File: src/rtl/bcd_to_binary.sv
// rtl/bcd_to_binary.sv - sequential BCD-to-binary converter (reverse double dabble)
// One shift/correct step per clock under a start/busy/done handshake.
module bcd_to_binary #(
    parameter int NDIGITS = 3,
    parameter int BIN_W   = 10
) (
    input  logic                   clk,
    input  logic                   reset,
    input  logic                   start,
    input  logic [4*NDIGITS-1:0]   bcd_data,
    output logic                   busy,
    output logic                   done,
    output logic [BIN_W-1:0]       bin_data,
    output logic                   err
);

    localparam int BCD_W = 4 * NDIGITS;
    localparam int CNT_W = (BIN_W > 1) ? $clog2(BIN_W) : 1;

    typedef enum logic {
        IDLE = 1'b0,
        CONV = 1'b1
    } state_t;

    state_t             state_q;
    logic               busy_q;
    logic               done_q;
    logic [BIN_W-1:0]   bin_q;
    logic               err_q;
    logic [BCD_W-1:0]   bcd_sr_q;
    logic [BIN_W-1:0]   bin_sr_q;
    logic [CNT_W-1:0]   cnt_q;

    logic [BCD_W-1:0]   bcd_shift;
    logic [BCD_W-1:0]   bcd_sr_d;
    logic [BIN_W-1:0]   bin_sr_d;
    logic               bad_digit;
    logic               last_step;

    // Shift the joint register right, then pull every digit >= 8 back by 3.
    always_comb begin
        bcd_shift = {1'b0, bcd_sr_q[BCD_W-1:1]};
        bin_sr_d  = {bcd_sr_q[0], bin_sr_q[BIN_W-1:1]};
        bcd_sr_d  = bcd_shift;
        for (int i = 0; i < NDIGITS; i++) begin
            if (bcd_shift[4*i +: 4] >= 4'd8) begin
                bcd_sr_d[4*i +: 4] = bcd_shift[4*i +: 4] - 4'd3;
            end
        end
    end

    always_comb begin
        bad_digit = 1'b0;
        for (int i = 0; i < NDIGITS; i++) begin
            if (bcd_data[4*i +: 4] > 4'd9) begin
                bad_digit = 1'b1;
            end
        end
    end

    assign last_step = (cnt_q == CNT_W'(BIN_W - 1));

    always_ff @(posedge clk or negedge reset) begin
        if (!reset) begin
            state_q  <= IDLE;
            busy_q   <= 1'b0;
            done_q   <= 1'b0;
            bin_q    <= '0;
            err_q    <= 1'b0;
            bcd_sr_q <= '0;
            bin_sr_q <= '0;
            cnt_q    <= '0;
        end else begin
            done_q <= 1'b0;
            case (state_q)
                IDLE: begin
                    if (start) begin
                        if (bad_digit) begin
                            done_q <= 1'b1;
                            err_q  <= 1'b1;
                            bin_q  <= '0;
                        end else begin
                            bcd_sr_q <= bcd_data;
                            bin_sr_q <= '0;
                            cnt_q    <= '0;
                            busy_q   <= 1'b1;
                            state_q  <= CONV;
                        end
                    end
                end
                CONV: begin
                    bcd_sr_q <= bcd_sr_d;
                    bin_sr_q <= bin_sr_d;
                    cnt_q    <= cnt_q + 1'b1;
                    if (last_step) begin
                        bin_q   <= bin_sr_d;
                        err_q   <= 1'b0;
                        done_q  <= 1'b1;
                        busy_q  <= 1'b0;
                        state_q <= IDLE;
                    end
                end
                default: state_q <= IDLE;
            endcase
        end
    end

    // Every BCD bit has migrated into bin_sr by the final shift.
    always @(posedge clk) begin
        if (reset && state_q == CONV && last_step) begin
            assert (bcd_sr_d == '0);
        end
    end

    assign busy     = busy_q;
    assign done     = done_q;
    assign bin_data = bin_q;
    assign err      = err_q;

endmodule

File: config.mk
export PLATFORM = sky130hd
export DESIGN_NAME = bcd_to_binary
export DESIGN_NICKNAME = d
export VERILOG_FILES = /design/src/rtl/bcd_to_binary.sv
export SDC_FILE = /design/constraint.sdc
export NUM_CORES = 1
export LEC_CHECK = 0
export CORE_AREA = 4 4 66 68
export DETAILED_ROUTE_END_ITERATION = 6
export DIE_AREA = 0 0 70 72
export GPL_TIMING_DRIVEN = 0
export PLACE_DENSITY = 0.78
export SETUP_SLACK_MARGIN = 0.2
export SLEW_MARGIN = 40
export SYNTH_ARGS = -nofsm -noshare
export SYNTH_HDL_FRONTEND = slang
export SYNTH_SLANG_ARGS = --single-unit
File: constraint.sdc
create_clock -name clk -period 3.4 [get_ports clk]
set_clock_uncertainty 0.2 [all_clocks]
set_input_delay 0.51 -clock clk [delete_from_list [all_inputs] [get_ports clk]]
set_output_delay 0.51 -clock clk [all_outputs]
set_load 0.02 [all_outputs]
==> reports/metrics.cfg <==
[run_status]
status=finished clean

[clock_network]
h-tree-depth=2
cts_buffers=5
clockBufferDepth=2
cts_tree=done
worstSkewPairLatency_ps=290
postCtsSetupBuffers=0
clk_pin_slew_worst_paths_ps=80
cts_root_buf=clkbuf_8
clock_sinks=39

[floorplanning]
core_area_mm2=0.00386
die_w_um=70
start_util_pct=52.6
dieArea_mm2=0.00504
pin_count=28
rows=23
fp.dieH_um=72

[timing]
finalCritPeriodShare_pct=58.0
hold_viol_final=0
rsz0062_at_grt=false
max_slew_margin_pct=67.0
drv_slew=0
worstMarginPinSlew_ps=494
hold_ws_ps=285
tns_ps=0
setup_viol=0
clock.fmax_ghz=0.507
period_minus_slack_ps=1970

[logic_synthesis]
netlist-cell-type-count=39
synth_warnings=0
postSynthCellCount=199
ys_seq_elements=39
synth_top_cell_area_share_pct=48.1
yosysMostFrequentCell=nand2_1
syn-num-nets=220
async_flop_share_pct=100
syn_area_per_cell_um2=10.2
ys_top_cells_by_area=dfrtp_1 (48%), mux2i_1 (11%), nand2_1 (8.7%)
ys.flop_type=dfrtp_1
synth-edff-count=0
synth_commonest_cells=nand2_1 (47), dfrtp_1 (39), mux2i_1 (22)
synth_top_area_cell=dfrtp_1
syn-cell-area_mm2=0.00203
synth-seq-area-share_pct=48.1

[global_routing]
grt_max_degree=40
grt_pass1_wl_um=7030
antenna_found_initial=0
first_global_vias=1520
grt_usage_pct=17.5
grt-ovfl-total=0

[worst_hold_path]
hp-class=reg2reg

[route]
antenna_left=0
vias=1554
firstDrtPassIters=4
drtIter0Drc=73
totalWireLength_um=4070
routed_via_density=5.45
wl_per_cell_um=14.3
drc_errors=0

[cells_and_area]
ff_latch_area_um2=976
syn_to_final_growth_pct=21.0
diodes=0
fillerInstances=334
fin_nets=255
drive_gt1_share_pct=12.3
multiInputGateArea_um2=933

[setup_path]
crit_type=reg2out
crit_family=buffers and inverters
critPathRequiredTime_ps=2690
endpoint_kind=output pin
crit_chain=clkdlybuf4s50_1
crit_buf_inv=1
slowest_stage=clkdlybuf4s50_1
crit_arrival_ps=1260
cp_max_fo=2
critPathLaunchType=register
cpPeakStageDelay_ps=610

[power_and_ir_drop]
leakagePower_nw=1.12
power.density_mw_per_mm2=752
ir_worst_vdd_uv=394

[job]
max-cap-violations=0

[placement]
portBuffers=27
dpl.hpwl_um=2830
gp_congestion=0.834

==> area by class of cell <==
type | count | share of cell area, %
buffer | 12 | 3.98
clock buffer | 6 | 2.96
clock inverter | 2 | 0.510
inverter | 6 | 0.917
multi-input combinational | 142 | 38.0
sequential | 39 | 39.8
tap | 50 | 2.55
timing repair buffer | 28 | 11.3
==> metal layers <==
metal	up-vias	global-route usage [%]	routed length, um
li1	758	-	-
met1	758	21.8	1840
met2	32	30.3	2020
met3	6	4.43	172
met4	0	4.89	49
met5	-	0	0
==> what timing repair did <==
item | in CTS | in global routing
hold buffers | 1 | 0
endpoints found under the hold margin | 24 | 0
setup endpoints to repair | 0 | 0
resized for setup | 0 | 0
==> cell usage in the layout, fill, tap and decap left out, types with 2 or more instances in the layout <==
| cell | count |
|---|---|
| nand2_1 | 47 |
| dfrtp_1 | 39 |
| clkdlybuf4s50_1 | 26 |
| mux2i_1 | 22 |
| o21ai_0 | 14 |
| o21ai_1 | 8 |
| ha_1 | 6 |
| inv_1 | 5 |
| buf_2 | 5 |
| clkbuf_8 | 5 |
| nand2b_1 | 4 |
| o2bb2ai_1 | 4 |
| mux2_2 | 4 |
| buf_4 | 3 |
| o21ai_2 | 3 |
| a21oi_1 | 3 |
| buf_6 | 3 |
| xor2_1 | 3 |
| clkbuf_1 | 2 |
| nor2_1 | 2 |
| o22ai_1 | 2 |
| nand3_1 | 2 |
| a221oi_1 | 2 |
==> sequential cells by signal, indices dropped and copies added (netlist names) <==
register and cells:
bcd_sr_q 12, state_q 1, done 1, cnt_q 4
bin_data 10, busy 1, bin_sr_q 9, err 1
==> report_power, final <==
group / internal, mW / switching (mW)
Combinational: 0.373 / 0.397
Sequential: 0.631 / 0.135
Clock: 0.143 / 0.165
==> logic make-up after synthesis <==
kind of cell | count (synthesis) | share of synthesized area (%)
compound gates | 42 | 13.1
simple gates | 64 | 14.4
flops | 39 | 48.1
mux | 26 | 13.1
buf+inv | 18 | 5.92
xor+xnor | 4 | 1.73
fa+ha+maj | 6 | 3.70
==> path summary, 6_finish.rpt <==
path,start,end,slack [ps],depth (start not counted)
setup reg to reg,state_q,bin_data[4],1790,5
hold reg to reg,err,err,290,1
hold / removal,err,err,290,1
min in group asynchronous,reset,bin_data[1],520,2
setup / recovery,busy,busy,1430,1
max in group asynchronous,reset,cnt_q[0],2130,2
==> metrics by stage <==
step | util [%] | area, um2 | total power [mW] | std cells | worst slack [ps]
detailed placement | 61.2 | 2360 | 1.55 | 276 | 1150
global placement | 61.3 | 2360 | 1.52 | 276 | 677
CTS | 63.7 | 2450 | 1.86 | 285 | 1410
floorplan | - | 2030 | 1.27 | 199 | 1720
global route | 63.7 | 2450 | 1.98 | 285 | 1380
finish | 63.7 | 2450 | 1.85 | 285 | 1430
Note: power is estimated with default switching activity, not from simulation.
